[src/rtl/apb_io_arbiter.sv]
// Round-robin 2:1 arbiter onto the shared I/O APB bus; grant->s_psel 1 cycle, pready 3 cycles after request with a zero-wait slave.
// Loser is held with pready low until served; optional access timeout under APB_IO_ARBITER_TIMEOUT_EN.
module apb_io_arbiter #(
   parameter int ADDR_W         = 16,
   parameter int DATA_W         = 8,
   parameter int TIMEOUT_CYCLES = 255
) (
   input  logic              clk,
   input  logic              n_rst,
   input  logic              m0_psel,
   input  logic              m0_penable,
   input  logic              m0_pwrite,
   input  logic [ADDR_W-1:0] m0_paddr,
   input  logic [DATA_W-1:0] m0_pwdata,
   output logic [DATA_W-1:0] m0_prdata,
   output logic              m0_pready,
   input  logic              m1_psel,
   input  logic              m1_penable,
   input  logic              m1_pwrite,
   input  logic [ADDR_W-1:0] m1_paddr,
   input  logic [DATA_W-1:0] m1_pwdata,
   output logic [DATA_W-1:0] m1_prdata,
   output logic              m1_pready,
   output logic              s_psel,
   output logic              s_penable,
   output logic              s_pwrite,
   output logic [ADDR_W-1:0] s_paddr,
   output logic [DATA_W-1:0] s_pwdata,
   input  logic [DATA_W-1:0] s_prdata,
   input  logic              s_pready,
   output logic [1:0]        gnt,
   output logic              timeout_err
);

   typedef enum logic [1:0] {IDLE = 2'd0, SETUP = 2'd1, ACCESS = 2'd2, DONE = 2'd3} state_t;

   if (TIMEOUT_CYCLES < 1) begin : g_bad_timeout
      $error("TIMEOUT_CYCLES must be >= 1");
   end

   state_t            state_q, state_d;
   logic              last_q, last_d;
   logic [1:0]        gnt_q, gnt_d;
   logic              psel_q, psel_d, penable_q, penable_d, pwrite_q, pwrite_d;
   logic [ADDR_W-1:0] paddr_q, paddr_d;
   logic [DATA_W-1:0] pwdata_q, pwdata_d;
   logic [DATA_W-1:0] m0_prdata_q, m0_prdata_d, m1_prdata_q, m1_prdata_d;
   logic              m0_pready_q, m0_pready_d, m1_pready_q, m1_pready_d;
   logic              pick_m1, to_hit;
   logic [DATA_W-1:0] rsp;
   logic              unused_penable;

   // penable is not part of the request qualification
   assign unused_penable = m0_penable ^ m1_penable;

   // last_q=1 means m1 was served last, so m0 wins a tie
   assign pick_m1 = m1_psel && (!m0_psel || !last_q);
   assign rsp     = s_pready ? s_prdata : '1;

`ifdef APB_IO_ARBITER_TIMEOUT_EN
   localparam int CNT_W = (TIMEOUT_CYCLES > 1) ? $clog2(TIMEOUT_CYCLES) : 1;
   localparam logic [CNT_W-1:0] CNT_LAST = CNT_W'(TIMEOUT_CYCLES - 1);

   logic [CNT_W-1:0] cnt_q, cnt_d;
   logic             timeout_q, timeout_d;

   assign cnt_d       = (state_q == ACCESS) ? cnt_q + 1'b1 : '0;
   assign to_hit      = (state_q == ACCESS) && !s_pready && (cnt_q == CNT_LAST);
   assign timeout_err = timeout_q;

   always_ff @(posedge clk or negedge n_rst) begin
      if (!n_rst) begin
         cnt_q     <= '0;
         timeout_q <= 1'b0;
      end else begin
         cnt_q     <= cnt_d;
         timeout_q <= timeout_d;
      end
   end
`else
   assign to_hit      = 1'b0;
   assign timeout_err = 1'b0;
`endif

   always_ff @(posedge clk or negedge n_rst) begin
      if (!n_rst) state_q <= IDLE;
      else        state_q <= state_d;
   end

   always_comb begin : next_state
      state_d = state_q;
      case (state_q)
         IDLE:    if (m0_psel || m1_psel) state_d = SETUP;
         SETUP:   state_d = ACCESS;
         ACCESS:  if (s_pready || to_hit) state_d = DONE;
         DONE:    state_d = IDLE;
         default: state_d = IDLE;
      endcase
   end

   always_comb begin : out_next
      gnt_d       = gnt_q;
      last_d      = last_q;
      psel_d      = psel_q;
      penable_d   = penable_q;
      pwrite_d    = pwrite_q;
      paddr_d     = paddr_q;
      pwdata_d    = pwdata_q;
      m0_prdata_d = m0_prdata_q;
      m1_prdata_d = m1_prdata_q;
      m0_pready_d = 1'b0;
      m1_pready_d = 1'b0;
`ifdef APB_IO_ARBITER_TIMEOUT_EN
      timeout_d   = 1'b0;
`endif
      case (state_q)
         IDLE: begin
            if (m0_psel || m1_psel) begin
               gnt_d     = pick_m1 ? 2'b10 : 2'b01;
               last_d    = pick_m1;
               psel_d    = 1'b1;
               penable_d = 1'b0;
               pwrite_d  = pick_m1 ? m1_pwrite : m0_pwrite;
               paddr_d   = pick_m1 ? m1_paddr  : m0_paddr;
               pwdata_d  = pick_m1 ? m1_pwdata : m0_pwdata;
            end
         end
         SETUP: penable_d = 1'b1;
         ACCESS: begin
            if (s_pready || to_hit) begin
               psel_d    = 1'b0;
               penable_d = 1'b0;
               if (gnt_q[1]) begin
                  m1_prdata_d = rsp;
                  m1_pready_d = 1'b1;
               end else begin
                  m0_prdata_d = rsp;
                  m0_pready_d = 1'b1;
               end
`ifdef APB_IO_ARBITER_TIMEOUT_EN
               timeout_d = to_hit;
`endif
            end
         end
         DONE:    gnt_d = 2'b00;
         default: ;
      endcase
   end

   always_ff @(posedge clk or negedge n_rst) begin
      if (!n_rst) begin
         gnt_q       <= 2'b00;
         last_q      <= 1'b1;
         psel_q      <= 1'b0;
         penable_q   <= 1'b0;
         pwrite_q    <= 1'b0;
         paddr_q     <= '0;
         pwdata_q    <= '0;
         m0_prdata_q <= '0;
         m1_prdata_q <= '0;
         m0_pready_q <= 1'b0;
         m1_pready_q <= 1'b0;
      end else begin
         gnt_q       <= gnt_d;
         last_q      <= last_d;
         psel_q      <= psel_d;
         penable_q   <= penable_d;
         pwrite_q    <= pwrite_d;
         paddr_q     <= paddr_d;
         pwdata_q    <= pwdata_d;
         m0_prdata_q <= m0_prdata_d;
         m1_prdata_q <= m1_prdata_d;
         m0_pready_q <= m0_pready_d;
         m1_pready_q <= m1_pready_d;
      end
   end

   assign gnt       = gnt_q;
   assign s_psel    = psel_q;
   assign s_penable = penable_q;
   assign s_pwrite  = pwrite_q;
   assign s_paddr   = paddr_q;
   assign s_pwdata  = pwdata_q;
   assign m0_prdata = m0_prdata_q;
   assign m1_prdata = m1_prdata_q;
   assign m0_pready = m0_pready_q;
   assign m1_pready = m1_pready_q;

endmodule

[config.mk]
export PLATFORM = sky130hd
export DESIGN_NAME = apb_io_arbiter
export DESIGN_NICKNAME = d
export VERILOG_FILES = /design/src/rtl/apb_io_arbiter.sv
export SDC_FILE = /design/constraint.sdc
export NUM_CORES = 1
export LEC_CHECK = 0
export ABC_AREA = 1
export CAP_MARGIN = 20
export CORE_ASPECT_RATIO = 0.9
export CORE_MARGIN = 4
export CORE_UTILIZATION = 38
export DETAILED_ROUTE_END_ITERATION = 6
export GPL_TIMING_DRIVEN = 0
export PLACE_DENSITY = 0.8
export SYNTH_ARGS = -nofsm -noshare
export SYNTH_HDL_FRONTEND = slang
export SYNTH_SLANG_ARGS = --single-unit
[constraint.sdc]
create_clock -name clk -period 1.4 [get_ports clk]
set_clock_uncertainty 0.1 [all_clocks]
set_input_delay 0.42 -clock clk [delete_from_list [all_inputs] [get_ports clk]]
set_output_delay 0.42 -clock clk [all_outputs]
set_load 0.005 [all_outputs]
==> results.md <==
* Largest cells by area after synthesis: dfrtp_1 (49%), nand2_1 (16%), nand3b_1 (7.5%), nand3_1 (6.4%), inv_1 (6.2%)
* Worst min-delay path class: in -> async
* Worst VDD drop at ~0.00089 V
* Core area at 0.00625 sq mm
* Pre-CTS setup slack at -0.585 ns
* Die width at between 90 and 100 um
* CP startpoint kind: flip-flop
* HPWL Detailed at roughly 5600 um
* Die area at about 0.0079 sq mm
* Clk Tree Root Cell: clkbuf_8
* CTS max path bufs at 2
* Post-synth top area cell: dfrtp_1
* CTS tree: built
* Fin worst setup slack at -0.0468 ns
* Fraction of layout cells with a size suffix above 1 at a little under a third
* Synth cell types at 20
* Vias at ~2,600
* CP max FO at 6
* Final hold viol count at 6
* Routed len/inst at 15.2 um
* Period utilization at 103%
* Worst-Skew Late Latency at 0.31 ns
* Min Tclk post-route at around 1.4 ns
* First-pass GRT wire length at ~13,000 um
* Initial core utilization at 39.9%
* Critical Path RT at between 1.5 and 2 ns
* DR iter-0 viols at 80
* H-tree depth at 2
* Slew @ Worst Pin at between 0.5 and 0.6 ns
* Antenna Cells at 0
* Die height at between 80 and 90 um
* Pre-antenna DRT Iters at 4
* Max_cap viols at 0
* Placed Instance Area at between 0.003 and 0.004 sq mm
* Fillers at around 530
* TritonCTS buffer count at 5
* Highest clock rate at 0.691 GHz
* FF/Latch Area at 0.00125 sq mm
* Setup violators final at 24
* Vias per inst at ~4.8
* Clock-pin slew on the worst setup and hold paths at ~0.1 ns
* Relative slew slack at 63.3%
* Total GRT Usage at around a fifth
* Gr ovfl total at 0
* Post-route cell area at 0.00407 sq mm
* WS Path Type: reg -> reg
* Area growth, synth to finish at 63.2%
* Residual DRC count at 0
* Status: complete, but fails checks
* Final Net Count at 523
* Synth Net Count at 377
* Antenna violations before repair at 0
* WP data arrival at 1.59 ns
* Largest net degree at the start of global routing at 29
* CTS Sinks at 50
* Power per cell area at roughly 1800 mW/mm^2
* Slew Limit Fails at 0
* Failing checks: negative hold slack, negative setup slack
* Top cell type's share of synthesized area at between 40% and 50%
* Sequential share of the synthesized area at roughly 50%
* Yosys reg bits at 50
* Number of top-level pins at roughly 110
* Total Wirelength at ~8000 um
* Setup TNS at -0.567 ns
* RSZ-0062 raised after global routing: true
* Routability congestion estimate at about 0.74
* Leak at ~2.1 nW
* Vias in the first global route at 2,706
* Antenna Nets Post-Route at 0
* IO Port Bufs at approximately 110
* Mean Syn Cell Area at roughly 8 sq um
* Setup crit end kind: flip-flop
* Final hold slack at -0.00902 ns
* Area of the multi-input gates at 0.00116 sq mm
* FP Rows at 27
* Synthesized cell area at roughly 0.0025 sq mm
* Synth Instances at around 310
* YS warnings at 0
## path summary, 6_finish.rpt
kind                            start          end  slack (ns)  depth (start not counted)
max                        state_q[0]  s_paddr[11]       -0.05                          8
min                             n_rst    m1_pready      -0.009                          1
max reg2reg                state_q[0]  s_paddr[11]       -0.05                          8
min reg2reg                s_paddr[7]   s_paddr[7]        0.38                          2
max in group asynchronous       n_rst       last_q        0.59                          2
min in group clk           s_paddr[7]   s_paddr[7]        0.38                          2
## kinds of logic after synthesis
family	synth area share (%)
buffers and inverters	10.1
DFF	50.2
AOI/OAI and AO/OA	4.21
other	0.150
adders and majority gates	3.01
and+or+nand+nor	32.3
## cells in the final DEF (no fill, tap or decap), drive strengths merged
cell type | synthesis | routed
nand2 | 108 | 108
buf | 12 | 90
clkdlybuf4s50 | 0 | 58
dfrtp | 49 | 49
inv | 42 | 43
nand3 | 32 | 32
nand3b | 25 | 25
o21ai | 21 | 21
clkbuf | 3 | 8
ha | 6 | 6
nor2 | 4 | 4
dlygate4sd2 | 0 | 3
nand4 | 2 | 2
conb | 1 | 1
bufinv | 0 | 1
clkinv | 0 | 1
dfstp | 1 | 1
## cell type report
cell class | instances | area share (%)
flip-flops and latches | 50 | 30.8
multi-input cells | 199 | 28.6
repair buffers | 140 | 28.0
inverters | 42 | 3.94
plain buffers | 14 | 3.20
well taps | 87 | 2.68
clock buffers | 5 | 1.69
clock inverters | 3 | 1.08
## routing by layer
layer  vias to the layer above  wire (um)  global-route usage, %
li1                       1244          -                      -
met2                        96       4210                   35.5
met3                        18        410                   3.81
met1                      1225       3400                   25.8
met5                         -          0                      0
met4                         0        206                   6.66
## worst max-delay path, stage by stage (launching register included)
cell     delay [ns]
dfrtp_1        0.42
inv_2          0.13
ha_4           0.19
inv_4          0.05
nor2_4         0.09
buf_12         0.14
buf_8          0.12
nand3_2        0.08
nand2_1        0.07
## metrics by stage
| stage | power (mW) | std cells | utilization [%] |
|---|---|---|---|
| 6_report | 7.44 | 540 | 65.1 |
| 5_1_grt | 8.02 | 540 | 65.1 |
| 4_1_cts | 7.15 | 534 | 63.0 |
| 3_5_place_dp | 5.96 | 503 | 59.4 |
| 3_3_place_gp | 5.83 | 502 | 59.2 |
| 2_1_floorplan | 4.02 | 306 | - |
## report_power, final
group / internal (mW) / switching, mW
clock network: 0.537 / 0.517
registers: 2.14 / 0.355
logic: 1.92 / 1.97
## timing repair
action                                  in CTS  in global routing
cloned                                       2                  2
setup buffers                               22                  4
pin swaps                                   25                  7
hold buffers                                 0                  0
endpoints found under the setup margin      96                 43
resized for setup                          234                 30
## synthesized netlist by cell type
library cell	instances
o21ai_0	20
nor2_1	2
nand2_2	1
nand3b_1	25
inv_1	41
inv_2	1
buf_2	6
nand2_1	106
nor2_4	2
nand3_1	32
nand2_4	1
ha_1	6
clkbuf_1	3
o21ai_1	1
dfrtp_1	49
buf_6	2
nand4_1	2
conb_1	1
buf_4	4
dfstp_2	1
## flip-flops by register name, indices dropped and copies added, names as in the netlist, 2 cells and up
name	count
gnt	2
state_q	2
s_pwdata	8
s_paddr	16
m1_prdata	8
m0_prdata	8
Note: power is estimated with default switching activity, not from simulation.
==> RTL change 1, RTL diff (same flow settings) <==
Build with the macro `APB_IO_ARBITER_TIMEOUT_EN` defined.
--- a/src/rtl/apb_io_arbiter.sv
+++ b/src/rtl/apb_io_arbiter.sv
@@ -1,4 +1,6 @@
 // Round-robin 2:1 arbiter onto the shared I/O APB bus; grant->s_psel 1 cycle, pready 3 cycles after request with a zero-wait slave.
 // Loser is held with pready low until served; optional access timeout under APB_IO_ARBITER_TIMEOUT_EN.
+`define APB_IO_ARBITER_TIMEOUT_EN
+
 module apb_io_arbiter #(
    parameter int ADDR_W         = 16,
Check against the original RTL: no difference found for any inputs over 10 cycles, from zero or initial values and one cycle with n_rst low; that may be too few to reach the edited logic, so the function may still have changed.
==> RTL change 1 against the unedited design <==
- the flow finishes with violations (negative setup slack)
- synthesized area increased by 10%
- critical path type unchanged
- total power increased by 31%
- routed wire length increased by 20%
- setup slack got worse by 0.12 ns
- largest power group unchanged
- sequential cell count increased by 9
- cell area increased by 21%
==> RTL change 1: results (changes against the unedited design) <==
* Place WS at -0.6324 ns (was -0.5846 ns)
* Post-detail-place hpwl at 5899 µm (was 5565 µm)
* Placed cell area at 0.004028 mm² (was 0.003712 mm²)
* Register area share after synthesis at 0.5380 (was 0.5023)
* Final setup vio count at 52 (was 24)
* Final Hold Vio Count at 0 (was 6)
* Htree depth at 3 (was 2)
* Global Route met2 Usage at 0.3721 (was 0.3552)
* GPL Wtd Cong at 0.8009 (was 0.7443)
* Final nets at 575 (was 523)
* Synth top area cells: dfrtp_1 53%, nand2_1 11%, o21ai_1 7.3% (was dfrtp_1 49%, nand2_1 16%, nand3b_1 7.5%)
* DP Cell Count at 523 (was 503)
* Clock Pin Slew Worst Setup and Hold Paths at 0.07 ns (was 0.10 ns)
* Clk_lat worst skew at 0.34 ns (was 0.31 ns)
* Met3 Use GR at 0.06147 (was 0.03812)
* Inserted Clock Buffers at 9 (was 5)
* Final setup margin at -0.1641 ns (was -0.04676 ns)
* Syn nets at 391 (was 377)
* Leak at 0.002385 µW (was 0.002147 µW)
* Wire length of the first global-routing pass at 14250 µm (was 12990 µm)
* Routed length on met1 at 3755 µm (was 3403 µm)
* Outcome: finished with violations (unchanged)
* Met2 WL at 5288 µm (was 4209 µm)
* Rel. slew slack at 0.4145 (was 0.6327)
* Synth cell count leaders: 81 x nand2_1, 58 x dfrtp_1, 40 x o21ai_1, 34 x nor2_1, 22 x nand3_1 (was 106 x nand2_1, 49 x dfrtp_1, 41 x inv_1, 32 x nand3_1, 25 x nand3b_1)
* Failing checks: negative setup slack (was negative hold slack, negative setup slack)
* Fraction of layout cells with a size suffix above 1 at 0.4587 (was 0.3135)
* Initial DRC Count at 141 (was 80)
* Port bufs at 110 (was 109)
* Total wire length at 9868 µm (was 8230 µm)
* Peak VDD IR at 0.0008557 V (was 0.0008912 V)
* Non-Filler Instances at 601 (was 540)
* Met3 wire len at 625 µm (was 410 µm)
RTL change 1: final cells by class:
class | count | area [µm²]
fill | 506 | 2122
clock inverter | 4 | 26.28
timing repair buffer | 173 | 1454
buffer | 10 | 123.9
multi-input combinational | 232 | 1471
inverter | 18 | 90.09
sequential | 59 | 1480
tap | 93 | 116.4
clock buffer | 12 | 155.1
RTL change 1: logic make-up after synthesis:
| group | count (synthesis) | synth area share |
|---|---|---|
| AOI/OAI and AO/OA | 64 | 0.1180 |
| buffers and inverters | 29 | 0.05011 |
| DFF | 59 | 0.5380 |
| and+or+nand+nor | 160 | 0.2620 |
| adders and majority gates | 7 | 0.03189 |
RTL change 1: worst paths after layout:
kind                              start            to  cells past startpoint
max                          state_q[0]    state_q[0]                      8
min                               n_rst     m1_pready                      1
max reg2reg                  state_q[0]    state_q[0]                      8
min reg2reg                m1_prdata[3]  m1_prdata[3]                      2
max in group asynchronous         n_rst    state_q[1]                      1
min in group clk           m1_prdata[3]  m1_prdata[3]                      2
RTL change 1: power by group:
part / internal (µW) / leakage (µW) / switching [µW] / total [µW]
Clock: 736 / 0.0000924 / 676 / 1410
Combinational: 2840 / 0.00156 / 2570 / 5420
Sequential: 2450 / 0.000736 / 437 / 2880
Total: 6020 / 0.00239 / 3690 / 9710
RTL change 1: repair_timing:
action	4_1_cts	5_1_grt
hold buffers	0	0
endpoints found under the setup margin	98	83
cloned	5	1
buffers inserted	38	19
gates resized for setup	268	59
pin swaps	18	26
RTL change 1: through the flow:
stage               hold slack (ns)  TNS (ns)
floorplan                   0.02441    -2.706
global placement             0.3598   -145.10
detailed placement           0.3592    -22.84
CTS                          0.1195    -2.320
global route                 0.1591    -8.060
finish                      0.09534    -4.388
==> RTL change 2, RTL diff (same flow settings) <==
Without the edit above. Encoding of `state_t`: now Gray code (2 bits for 4 states).
--- a/src/rtl/apb_io_arbiter.sv
+++ b/src/rtl/apb_io_arbiter.sv
@@ -33,5 +33,5 @@
 );
 
-   typedef enum logic [1:0] {IDLE = 2'd0, SETUP = 2'd1, ACCESS = 2'd2, DONE = 2'd3} state_t;
+   typedef enum logic [1:0] {IDLE = 2'b00, SETUP = 2'b01, ACCESS = 2'b11, DONE = 2'b10} state_t;
 
    if (TIMEOUT_CYCLES < 1) begin : g_bad_timeout
Check against the original RTL: same outputs for any inputs over 10 cycles, from zero or initial values and one cycle with n_rst low; not proved beyond that.
==> RTL change 2 against the unedited design <==
- sequential share of layout area rose by 2.5 points
- total power down 14%
- cell area shrank 7.4%
- count of clock-buffer cells in the layout rose by 1
- setup slack gained 0.10 ns
- critical path type is now register to primary output
- global-route usage shrank 3.9 points
- die area down 0.18%
- worst hold slack improved by 0.39 ns
- routed wire length down 22%
- via count shrank 10%
- largest cell class is now flip-flops and latches
- core utilization shrank 4.8 points
- sequential cell count unchanged
- synthesized area fell by 0.20%
==> RTL change 2: results (changes against the unedited design) <==
* Number of cells produced by synthesis at 293 (was 306)
* Htree depth at 2 (unchanged)
* Syn nets at 358 (was 377)
* Cell variety after synth at 20 (unchanged)
* Crit path from: s_psel (was state_q[0])
* Diode count at 0 (unchanged)
* Wire length of the first global-routing pass at 10710 µm (was 12990 µm)
* Clk_lat worst skew at 0.29 ns (was 0.31 ns)
* WL/cell at 12.29 µm (was 15.24 µm)
* Initial antenna violation count at 0 (unchanged)
* Final nets at 499 (was 523)
* Maximum fanout along the worst path at 2 (was 6)
* FF-to-FF End: s_paddr[9] (was s_paddr[11])
* Inserted Clock Buffers at 5 (unchanged)
* Peak VDD IR at 0.0006505 V (was 0.0008912 V)
* Crit path DAT at 0.82 ns (was 1.59 ns)
* Cell family with most CP delay: flip-flops (was buffers and inverters)
* Initial DRC Count at 69 (was 80)
* Vias in the first global route at 2331 (was 2706)
* Worst r2r src: last_q (was state_q[0])
* DP Cell Count at 490 (was 503)
* TritonRoute pass-1 iters at 4 (unchanged)
* Ys async rst share at 1.000 (unchanged)
* Leak at 0.002048 µW (was 0.002147 µW)
* Post-detail-place hpwl at 4810 µm (was 5565 µm)
* Number of vias per cell at 4.431 (was 4.783)
* Place WS at -0.5369 ns (was -0.5846 ns)
* Synth cell count leaders: 105 x nand2_1, 49 x dfrtp_1, 39 x inv_1, 28 x nand3_1, 25 x nand3b_1 (was 106 x nand2_1, 49 x dfrtp_1, 41 x inv_1, 32 x nand3_1, 25 x nand3b_1)
* Largest net degree at the start of global routing at 33 (was 29)
* Non-Filler Instances at 522 (was 540)
* Fraction of layout cells with a size suffix above 1 at 0.2690 (was 0.3135)
* GRT Overall Usage at 0.1660 (was 0.2053)
* Worst min path class: register to register (was primary input to async pin)
* WHS at 0.3782 ns (was -0.009024 ns)
* Flip-flop count of the largest register after layout at 16 (unchanged)
* CP max-delay cell: dfrtp_1 (unchanged)
* Filler Cell Count at 578 (was 528)
* Synth top area cells: dfrtp_1 49%, nand2_1 16%, nand3b_1 7.5% (unchanged)
* CTS Root Cell: clkbuf_8 (unchanged)
* Register area share after synthesis at 0.5033 (was 0.5023)
* Port bufs at 109 (unchanged)
* Clock Pin Slew Worst Setup and Hold Paths at 0.10 ns (about the same)
* Max stage delay on crit path at 0.39 ns (was 0.42 ns)
* Hold endpoint: s_paddr[14]
* Max clock buf depth at 2 (unchanged)
* Outcome: complete, no violations (was finished with violations)
* HP Start: s_paddr[14]
* Most used flip-flop cell after synthesis: dfrtp_1 (unchanged)
* R2r setup slk at 0.08 ns (was -0.05 ns)
* Synth warnings at 0 (unchanged)
* GPL Wtd Cong at 0.7293 (was 0.7443)
* R2R depth at 6 (was 8)
* Hold depth at 2
RTL change 2: cell types whose count changed after synthesis, sizes merged, moves of 2 or more:
cell,change
nand2,+2
nand3,-4
nand4,-2
inv,-3
o21ai,-2
ha,-6
clkbuf,-2
buf,+3
RTL change 2: layer usage:
metal	part of all wire	up-vias	GRT usage
met5	0	-	0
met4	0.0037	0	0.02663
met3	0.081	2	0.05108
met2	0.49	78	0.2896
met1	0.43	1044	0.2047
li1	-	1189	-
RTL change 2: timing repair:
action | CTS | global route
hold buffers | 1 | 0
pin swaps | 3 | 1
endpoints found under the hold margin | 17 | 0
setup endpoints to repair | 91 | 18
buffers inserted | 19 | 4
gates resized for setup | 195 | 4
RTL change 2: final cells by class:
cell class              instances  area, µm²  area share
plain buffers                  16      140.1     0.03721
clock buffers                   6      72.57     0.01927
clock inverters                 2      13.76    0.003654
inverters                      39      146.4     0.03887
multi-input cells             188      980.9      0.2605
flip-flops and latches         50       1254      0.3329
well taps                      87      108.9     0.02890
repair buffers                134       1050      0.2787
RTL change 2: logic make-up after synthesis:
logic type             count (synthesis)  synth area share
AND/OR/NAND/NOR                      167            0.3233
buffers and inverters                 55            0.1141
flip-flops                            50            0.5033
AO/OA/AOI/OAI                         20           0.05782
other                                  1          0.001507
RTL change 2: worst max-delay path by stage:
stage                             to  slack (ns)
after floorplan           s_paddr[0]        0.17
after global placement    s_paddr[2]       -1.59
after detailed placement  s_paddr[9]       -0.54
after CTS                 s_paddr[9]        0.01
after global routing      s_paddr[7]       0.005
final                         s_psel        0.06
RTL change 2: report_power, final:
part | switching, µW | internal (µW)
clock network | 476 | 354
registers | 349 | 2130
logic | 1490 | 1580
total | 2310 | 4060
RTL change 2: per-stage QoR:
| step | cell area (µm²) | TNS, ns | power (µW) |
|---|---|---|---|
| final | 3766 | 0 | 6376 |
| after global routing | 3766 | 0 | 6945 |
| after CTS | 3721 | 0 | 6390 |
| after detailed placement | 3704 | -20.21 | 5792 |
| after global placement | 3689 | -97.72 | 5705 |
| after floorplan | 2489 | 0 | 3972 |
